==> src/rtl/thresh_pkg.sv <==
// Shared definitions for the threshold-load scheduler.
// Holds the 3-bit FSM state encoding, the requester index constants
// and a small helper that steps a requester index round the ring.
package thresh_pkg;

    localparam int N_REQ = 3;

    typedef logic [1:0] req_idx_t;

    localparam req_idx_t REQ_SLOW_CTRL   = 2'd0;
    localparam req_idx_t REQ_SEU_REFRESH = 2'd1;
    localparam req_idx_t REQ_POWER_UP    = 2'd2;

    typedef enum logic [2:0] {
        IDLE      = 3'd0,
        LOAD      = 3'd1,
        WAIT_DONE = 3'd2,
        RELEASE   = 3'd3,
        ACK_ST    = 3'd4,
        ERR       = 3'd5
    } state_t;

    // Successor of a requester index, wrapping 2 -> 0.
    function automatic req_idx_t next_idx(input req_idx_t idx);
        return (idx == REQ_POWER_UP) ? REQ_SLOW_CTRL : req_idx_t'(idx + 2'd1);
    endfunction

endpackage

==> src/rtl/rr_arb3.sv <==
// Three-way rotating-priority selector.
// Ports:
//   req        - pending request bits, one per requester
//   last_grant - index served most recently; it gets lowest priority
//   valid      - at least one request is pending
//   grant      - index of the winning requester (meaningful when valid)
module rr_arb3
    import thresh_pkg::*;
(
    input  logic [N_REQ-1:0] req,
    input  req_idx_t         last_grant,
    output logic             valid,
    output req_idx_t         grant
);

    req_idx_t first_idx;
    req_idx_t second_idx;

    // Search order starts just after the last winner, so a requester that
    // keeps its request up waits for at most two other loads.
    always_comb begin
        first_idx  = next_idx(last_grant);
        second_idx = next_idx(first_idx);
        valid      = 1'b1;
        grant      = last_grant;
        if (req[first_idx]) begin
            grant = first_idx;
        end else if (req[second_idx]) begin
            grant = second_idx;
        end else if (req[last_grant]) begin
            grant = last_grant;
        end else begin
            valid = 1'b0;
        end
    end

endmodule

==> src/rtl/comp_thresh_sched.sv <==
// Threshold-load scheduler: arbitrates three requesters (slow control,
// SEU refresh, power-up init) for the single threshold load FSM, hands it
// the granted 16-bit word, supervises completion with a timeout and
// returns a one-cycle ACK to the requester that was served.
// Ports:
//   CLK, RST  - clock and synchronous active-high reset
//   REQ[2:0]  - level requests, held until ACK
//   DIN[47:0] - threshold word per requester, slice i at [16i+15:16i]
//   SET_DONE  - completion level from the load FSM
//   CLR_ERR   - clears the sticky timeout flag
//   START     - load request to the load FSM
//   LD_DATA   - word latched at grant time, stable while BUSY
//   ACK[2:0]  - one-cycle completion pulse to the served requester
//   BUSY      - high whenever the scheduler is not idle
//   TMO_ERR   - sticky flag, set when a load timed out
module comp_thresh_sched
    import thresh_pkg::*;
#(
    parameter int TMO_CYC = 64
) (
    input  logic        CLK,
    input  logic        RST,
    input  logic [2:0]  REQ,
    input  logic [47:0] DIN,
    input  logic        SET_DONE,
    input  logic        CLR_ERR,
    output logic        START,
    output logic [15:0] LD_DATA,
    output logic [2:0]  ACK,
    output logic        BUSY,
    output logic        TMO_ERR
);

    localparam logic [7:0] TMO_LAST = 8'(TMO_CYC - 1);

    state_t     state;
    state_t     next_state;
    req_idx_t   grant_idx;
    req_idx_t   last_grant;
    logic [7:0] tmo_cnt;
    logic       just_acked;
    logic [2:0] req_eff;
    logic       arb_valid;
    req_idx_t   arb_grant;
    logic       timeout;

    logic       start_d;
    logic       busy_d;
    logic [2:0] ack_d;
    logic       tmo_err_d;

    // The requester acknowledged last cycle may still hold REQ while it
    // reacts to ACK, so it is hidden from the arbiter for that one cycle.
    always_comb begin
        req_eff = REQ;
        if (just_acked) begin
            req_eff = REQ & ~(3'b001 << last_grant);
        end
    end

    rr_arb3 u_arb (
        .req        (req_eff),
        .last_grant (last_grant),
        .valid      (arb_valid),
        .grant      (arb_grant)
    );

    assign timeout = (tmo_cnt == TMO_LAST);

    // State register plus all registered outputs and datapath latches.
    always_ff @(posedge CLK) begin
        if (RST) begin
            state      <= IDLE;
            START      <= 1'b0;
            BUSY       <= 1'b0;
            ACK        <= 3'b000;
            TMO_ERR    <= 1'b0;
            LD_DATA    <= 16'h0000;
            tmo_cnt    <= 8'd0;
            grant_idx  <= REQ_SLOW_CTRL;
            last_grant <= REQ_POWER_UP;
            just_acked <= 1'b0;
        end else begin
            state      <= next_state;
            START      <= start_d;
            BUSY       <= busy_d;
            ACK        <= ack_d;
            TMO_ERR    <= tmo_err_d;
            just_acked <= (state == ACK_ST);
            if (state == IDLE && arb_valid) begin
                grant_idx <= arb_grant;
                LD_DATA   <= DIN[{arb_grant, 4'b0000} +: 16];
            end
            // LOAD always precedes WAIT_DONE, so clearing here zeroes the
            // counter on entry to the wait.
            if (state == LOAD) begin
                tmo_cnt <= 8'd0;
            end else if (state == WAIT_DONE) begin
                tmo_cnt <= tmo_cnt + 8'd1;
            end
            if (state == ACK_ST) begin
                last_grant <= grant_idx;
            end
        end
    end

    // Next-state logic; completion beats a simultaneous timeout.
    always_comb begin
        next_state = state;
        case (state)
            IDLE:      if (arb_valid) next_state = LOAD;
            LOAD:      next_state = WAIT_DONE;
            WAIT_DONE: begin
                if (SET_DONE) begin
                    next_state = RELEASE;
                end else if (timeout) begin
                    next_state = ERR;
                end
            end
            RELEASE:   if (!SET_DONE) next_state = ACK_ST;
            ACK_ST:    next_state = IDLE;
            ERR:       next_state = RELEASE;
            default:   next_state = IDLE;
        endcase
    end

    // Output decode from the upcoming state so each registered output is
    // aligned with the state it belongs to. Setting TMO_ERR wins over a
    // clear in the same cycle.
    always_comb begin
        start_d   = (next_state == LOAD) || (next_state == WAIT_DONE);
        busy_d    = (next_state != IDLE);
        ack_d     = 3'b000;
        if (next_state == ACK_ST) begin
            ack_d = 3'b001 << grant_idx;
        end
        tmo_err_d = TMO_ERR;
        if (next_state == ERR) begin
            tmo_err_d = 1'b1;
        end else if (CLR_ERR) begin
            tmo_err_d = 1'b0;
        end
    end

endmodule

==> config.mk <==
export PLATFORM = sky130hd
export DESIGN_NAME = comp_thresh_sched
export DESIGN_NICKNAME = d
export VERILOG_FILES = /design/src/rtl/thresh_pkg.sv /design/src/rtl/rr_arb3.sv /design/src/rtl/comp_thresh_sched.sv
export SDC_FILE = /design/constraint.sdc
export NUM_CORES = 1
export LEC_CHECK = 0
export ABC_AREA = 1
export ABC_CLOCK_PERIOD_IN_PS = 2000
export CORE_ASPECT_RATIO = 1.5
export CORE_MARGIN = 4
export CORE_UTILIZATION = 46
export DETAILED_ROUTE_END_ITERATION = 12
export PLACE_DENSITY_LB_ADDON = 0.3
export SLEW_MARGIN = 40
export SYNTH_ARGS = -nofsm -noshare
export SYNTH_HDL_FRONTEND = slang
export SYNTH_SLANG_ARGS = --single-unit
export TNS_END_PERCENT = 100
==> constraint.sdc <==
create_clock -name CLK -period 2 [get_ports CLK]
set_clock_uncertainty 0.2 [all_clocks]
set_input_delay 0.2 -clock CLK [delete_from_list [all_inputs] [get_ports CLK]]
set_output_delay 0.2 -clock CLK [all_outputs]
set_load 0.02 [all_outputs]
### Word-level counts from Yosys, hierarchy flattened

Index checks and enable logic that the tools add are counted.

| storage, ports and cells | value |
|---|---|
| register bits | 38 |
| output and inout bits | 22 |
| input bits | 55 |
| word-level logic and storage cells | 62 |

| cells by class | value |
|---|---|
| shift-type cells | 3 |
| order comparisons | 3 |
| $add $sub $neg | 3 |
| equal/unequal tests | 12 |
| bitwise gates (word level) | 3 |
| muxes and demuxes | 21 |
| reduce and logical (&&, ||, !) cells | 7 |

Operators with widths:

| kind | number |
|---|---|
| indexed part select 48 x 7 -> 16 bit | 1 |
| two-way mux 3 bit | 5 |
| one-hot mux 3 bit (5 select lines) | 1 |
| equality test 3 bit, second input constant | 4 |
| equality test 3 x 2 -> 1 bit, second input constant | 3 |
| < comparator 2 x 3 -> 1 bit, second input constant | 3 |
| adder 8 x 1 -> 8 bit, second input constant | 1 |
| equality test 8 x 6 -> 1 bit, second input constant | 1 |
| two-way mux 1 bit | 8 |
| two-way mux 2 bit | 4 |
| binary-select mux 1 bit (select 2 bit) | 3 |
| equality test 3 x 1 -> 1 bit, second input constant | 2 |
| << shifter 1 x 2 -> 3 bit, first input constant | 2 |
| adder 2 x 1 -> 2 bit, second input constant | 2 |
| equality test 2 bit, second input constant | 2 |
| OR reduction 2 bit | 2 |
| AND 3 bit | 1 |
| logical NOT 3 bit | 1 |
| inverter 3 bit | 1 |
| nonzero test 3 bit | 1 |
| nonzero test 2 bit | 1 |
| logical AND 1 bit | 1 |
| logical OR 1 bit | 1 |
| inverter 1 bit | 1 |

### Logic depth before layout (Yosys ltp)

| logic depth | value |
|---|---|
| depth in word-level cells | 14 |
| mapped depth | 13 |

### Hierarchy

Synthesis repeated with hierarchy kept, for this count alone.

| unflattened totals | value |
|---|---|
| cell total of the unflattened synthesis | 284 |
| area total of the unflattened synthesis | 1,950.6 sq um |

Modules (own cells, without submodules):

| module | cells each | area each (sq um) | instances |
|---|---|---|---|
| comp_thresh_sched | 260 | 1,841.8 | 1 |
| rr_arb3 | 24 | 108.9 | 1 |

### Least setup slack after synthesis

OpenSTA, ideal clock, no wires.

| timing path | value |
|---|---|
| path type | register to register |
| start | register last_grant[0] |
| end | register LD_DATA[6] |
| period minus slack after synthesis | 1.682 ns |
| data arrival time | 1.373 ns |
| required time | 1.691 ns |
| stages on the path, launching flop included | 11 |
| library setup time | 0.109 ns |
| setup slack | 0.318 ns |
| path through | dfxtp_1 -> buf_4 -> o21ai_4 -> nand3_2 -> nor2_4 -> nand2_2 -> nand2_4 -> buf_6 -> a21oi_1 -> nand2_1 -> inv_1 |

| between the ends | value |
|---|---|
| cells in the longest elaborated chain, start to end | 10 |
| elaborated cells between the ends (all ways) | 23 |
| those cells by class | 2 x add/sub; 2 x eq/ne; 2 x shift; 14 x mux; 2 x bitwise; 1 x reduce/logical |

Ends and longest elaborated chain:

| item | RTL line | text |
|---|---|---|
| from (decl) | comp_thresh_sched.sv:39 | `req_idx_t last_grant;` |
| from (signal assigned) | comp_thresh_sched.sv:102 | `last_grant <= grant_idx;` |
| branches (longest 10 deep; another with adder 2 x 1 -> 2 bit) | - |  |
| to (signal assigned) | comp_thresh_sched.sv:92 | `LD_DATA <= DIN[{arb_grant, 4'b0000} +: 16];` |
| to (decl) | comp_thresh_sched.sv:28 | `output logic [15:0] LD_DATA,` |

Several ways; the timed one is not identified. The select of a mux whose other input is x is not followed.
A chain may end at the register's enable or synchronous reset.

### Final worst setup path

| timing path | value |
|---|---|
| start | register tmo_cnt[0] |
| end | register TMO_ERR |

| between the ends | value |
|---|---|
| cells in the longest elaborated chain, start to end | 6 |
| elaborated cells between the ends (all ways) | 7 |
| those cells by class | 2 x eq/ne; 4 x mux; 1 x reduce/logical |

Ends and longest elaborated chain:

| item | RTL line | text |
|---|---|---|
| from (decl) | comp_thresh_sched.sv:40 | `logic [7:0] tmo_cnt;` |
| from (signal assigned) | comp_thresh_sched.sv:99 | `tmo_cnt <= tmo_cnt + 8'd1;` |
| equality test 8 x 6 -> 1 bit (*) | comp_thresh_sched.sv:68 | `assign timeout = (tmo_cnt == TMO_LAST);` |
| two-way mux 3 bit (*) | comp_thresh_sched.sv:116 | `end else if (timeout) begin` |
| two-way mux 3 bit (*) | comp_thresh_sched.sv:114 | `if (SET_DONE) begin` |
| one-hot mux 3 bit (5 select lines) (*) | comp_thresh_sched.sv:110 | `case (state)` |
| equality test 3 bit (*) | comp_thresh_sched.sv:138 | `if (next_state == ERR) begin` |
| two-way mux 1 bit or nonzero test 2 bit (tied branches) | - |  |
| to (signal assigned) | comp_thresh_sched.sv:88 | `TMO_ERR <= tmo_err_d;` |
| to (decl) | comp_thresh_sched.sv:31 | `output logic TMO_ERR` |

Mark *: on every way between the ends. The rest lies on a longest branch, timed or not.

==> key figures <==
Cells and area
  – FF/Latch Area: 763 um2
  – Area growth, synth to finish: 39.9%
  – NumNets Final: 509
  – Util after Layout: 67.3%
  – Layout cells sized above 1: 7.27%
  – Post-Layout Cell Count: 520
  – FILL cells: 462
  – Area occupied by multi-input gates: 1230 um2
  – Antenna cells: 0

Global routing
  – First-pass GRT wire length: 9490 um
  – Initial antenna violation count: 0
  – GRT Total Usage: 18.8%
  – Total gr overflow: 0
  – Largest net degree at the start of global routing: 34
  – Vias in the first global route: 2,241

Setup path
  – CP delay by family, top: compound AO/OA/AOI/OAI gates
  – Worst path most repeated cell: inv_1
  – Crit end category: register
  – Capturing point of the worst reg2reg path: TMO_ERR
  – Crit-path max FO: 4
  – Worst path slowest cell: a211oi_1
  – WP data arrival: 1.79 ns
  – Worst Path Buf+Inv: 2
  – Critical path class: register to register
  – CP max stage delay: 0.39 ns
  – Startpoint class of the critical path: register
  – CP cell instances: ha_1, inv_1, nor2_1, nand3_1, a211oi_1, a21oi_1, inv_1
  – Reg-to-reg startpoint: tmo_cnt[0]
  – CP Data Required Time: 2.03 ns
  – FF-to-FF setup slack: 0.24 ns
  – FF-to-FF path depth: 7

Worst hold path
  – Min-Delay Path Class: register to register
  – Worst hold start: grant_idx[0]
  – Hold depth: 1
  – Worst hold endpoint: ACK[0]

Power
  – Tot Pwr: 2270 uW
  – Internal power: 1530 uW
  – Clock Power Share: 23.0%
  – Power Density: 684 nW/um2
  – Psw: 741 uW
  – Switching Share: 32.7%
  – Seq pwr share: 40.3%
  – Logic pwr share: 36.7%
  – Leak: 0.00162 uW
  – Worst vdd ir: 0.356 mV

Clocking
  – Post-CTS sizing: 0
  – TritonCTS Buffers: 5
  – CTS hold repair buffers: 0
  – H-tree depth: 2
  – Clock Pin Slew Worst Setup and Hold Paths: 0.07 ns
  – CTS tree: done
  – # clock sinks: 38
  – Root Buffer Master: clkbuf_8
  – Setup bufs post-CTS: 0
  – CTS Buffer Depth: 2
  – Skew-Pair Late Insertion Delay: 0.28 ns

Timing
  – Final setup violation count: 0
  – RSZ-0062 raised after global routing: no
  – Tmin final: 1.76 ns
  – Final slew viol count: 0
  – Top achievable clock speed: 0.569 GHz
  – Worst-Margin Slew: 0.592 ns
  – Final setup TNS: 0 ns
  – Max transition margin: 60.3%
  – Fin crit share: 87.8%
  – Hold Vio Cnt, Final: 0

Logic synthesis
  – Post-synth top area share: 32.1%
  – Distinct cells, synth: 35
  – Largest cells by area after synthesis: dfxtp_1 (32%), nand2_1 (18%), inv_1 (11%)
  – Syn Nets: 435
  – Synthesized area: 2370 um2
  – Gate Count Post-Synth: 379
  – Leading area contributor after synthesis: dfxtp_1
  – #FFs+latches synth: 38
  – Yosys warns: 0
  – Sequential area share after synthesis: 32.1%
  – Synthesized area per cell: 6.25 um2

Floorplan
  – Initial Util: 48.1%
  – Die Area: 6380 um2
  – Row cnt: 31
  – Overall die width: 66.6 um
  – Area of the core: 4930 um2
  – Die Ht: 95.9 um
  – Ports: 77

Placement
  – Port bufs: 76
  – Placer congestion estimate: 0.836
  – Placed Cells: 512
  – HPWL after DPL: 4660 um

Routing
  – Routed WL: 5830 um
  – Wirelength per Cell: 11.2 um
  – Detailed-route via count: 2,462
  – Antenna Violating Nets Remaining: 0
  – DR vias/cell: 4.73
  – Pre-antenna DRT Iters: 5
  – Residual DRC count: 0
  – Initial DRC count: 72

Outcome
  – Outcome: finished, final reports clean

Flow run
  – Max Cap Viol: 0
power by group through the flow:
stage	Clock, uW	Combinational [uW]	Sequential, uW
floorplan	0	401	994
global placement	0	817	926
detailed placement	0	832	930
CTS	533	838	914
global route	565	918	922
finish	522	831	914
Yosys cell counts:
cell,instances
a211oi_1,2
a21oi_1,28
a21oi_4,1
and2_1,1
and3_1,1
buf_1,1
buf_2,10
buf_4,3
buf_6,2
clkbuf_1,1
clkinv_1,1
dfxtp_1,38
ha_1,1
inv_1,71
inv_2,2
nand2_1,111
nand2_2,1
nand2_4,3
nand3_1,42
nand3_2,2
nand3_4,1
nand3b_1,2
nand4_1,16
nor2_1,14
nor2_2,1
nor2_4,2
nor3_1,9
nor3_2,1
nor4_1,3
o211ai_1,1
o21ai_0,2
o21ai_1,2
o21ai_4,1
or2_0,1
or2_2,1
final cells by class:
type	instances	area share [%]
Inverter	74	8.38
Multi-Input combinational cell	250	37.0
Timing Repair Buffer	84	26.3
Tap cell	66	2.49
Clock inverter	1	0.151
Clock buffer	7	2.61
Sequential cell	38	23.0
logic make-up (layout without fill, tap and decap cells):
kind of cell    count (synthesis)  in the layout  synth area share, %
fa+ha+maj                       1              1                0.528
buf+inv                        91            166                 16.1
flops                          38             38                 32.1
compound gates                 37             37                 9.09
simple gates                  212            212                 42.2
registers in the layout, summed over array words and instances (netlist names):
| signal | flops |
|---|---|
| state | 3 |
| tmo_cnt | 8 |
| BUSY | 1 |
| just_acked | 1 |
| TMO_ERR | 1 |
| ACK | 3 |
| grant_idx | 2 |
| last_grant | 2 |
| LD_DATA | 16 |
| START | 1 |
stage by stage:
| step | setup slack [ns] | hold WS [ns] | cell area (um2) |
|---|---|---|---|
| final | 0.243 | 0.250 | 3310 |
| after global routing | 0.0323 | 0.263 | 3310 |
| after CTS | 0.0893 | 0.244 | 3310 |
| after detailed placement | 0.0213 | 0.234 | 3220 |
| after global placement | 0.0739 | 0.223 | 3220 |
| after floorplan | 0.318 | 0.173 | 2370 |
cell usage in the layout, fill, tap and decap left out, types with 2 or more instances in the layout:
cell type and instances:
clkbuf_8 6, nand3_2 2, a211oi_1 2, buf_4 4
inv_2 2, nand2_4 3, nand3b_1 2, nand2_1 111
clkdlybuf4s50_1 76, nor2_4 2, nand4_1 16, dfxtp_1 36
inv_1 71, nor2_1 14, nor3_1 9, nor4_1 3
o21ai_0 2, buf_12 4, o21ai_1 2, dfxtp_2 2
a21oi_1 28, nand3_1 42
metal layers:
layer	wire length [um]	part of all wire [%]	vias up	track usage, %
li1	-	-	1338	-
met1	2270	39	1064	19.1
met2	3180	55	54	36.6
met3	304	5.2	6	4.67
met4	71	1.2	0	5.42
met5	0	0	-	0
how the worst max path moves through the flow:
| stage | startpoint | endpoint | slack [ns] | depth (start not counted) |
|---|---|---|---|---|
| 2_1_floorplan | last_grant[0] | LD_DATA[6] | 0.32 | 10 |
| 3_3_place_gp | REQ[0] | LD_DATA[14] | 0.07 | 10 |
| 3_5_place_dp | REQ[2] | LD_DATA[0] | 0.02 | 10 |
| 4_1_cts | last_grant[0] | LD_DATA[0] | 0.09 | 10 |
| 5_1_grt | state[1] | tmo_cnt[5] | 0.03 | 7 |
| 6_report | tmo_cnt[0] | TMO_ERR | 0.24 | 7 |
worst reg2reg max path: cells and delay by family, from the launching register on:
family	cells	cell delay (ns)
compound gates	2	0.51
flops	1	0.37
fa+ha+maj	1	0.19
simple gates	2	0.30
buf+inv	2	0.14
No activity file was read; power rests on OpenSTA's default activity.
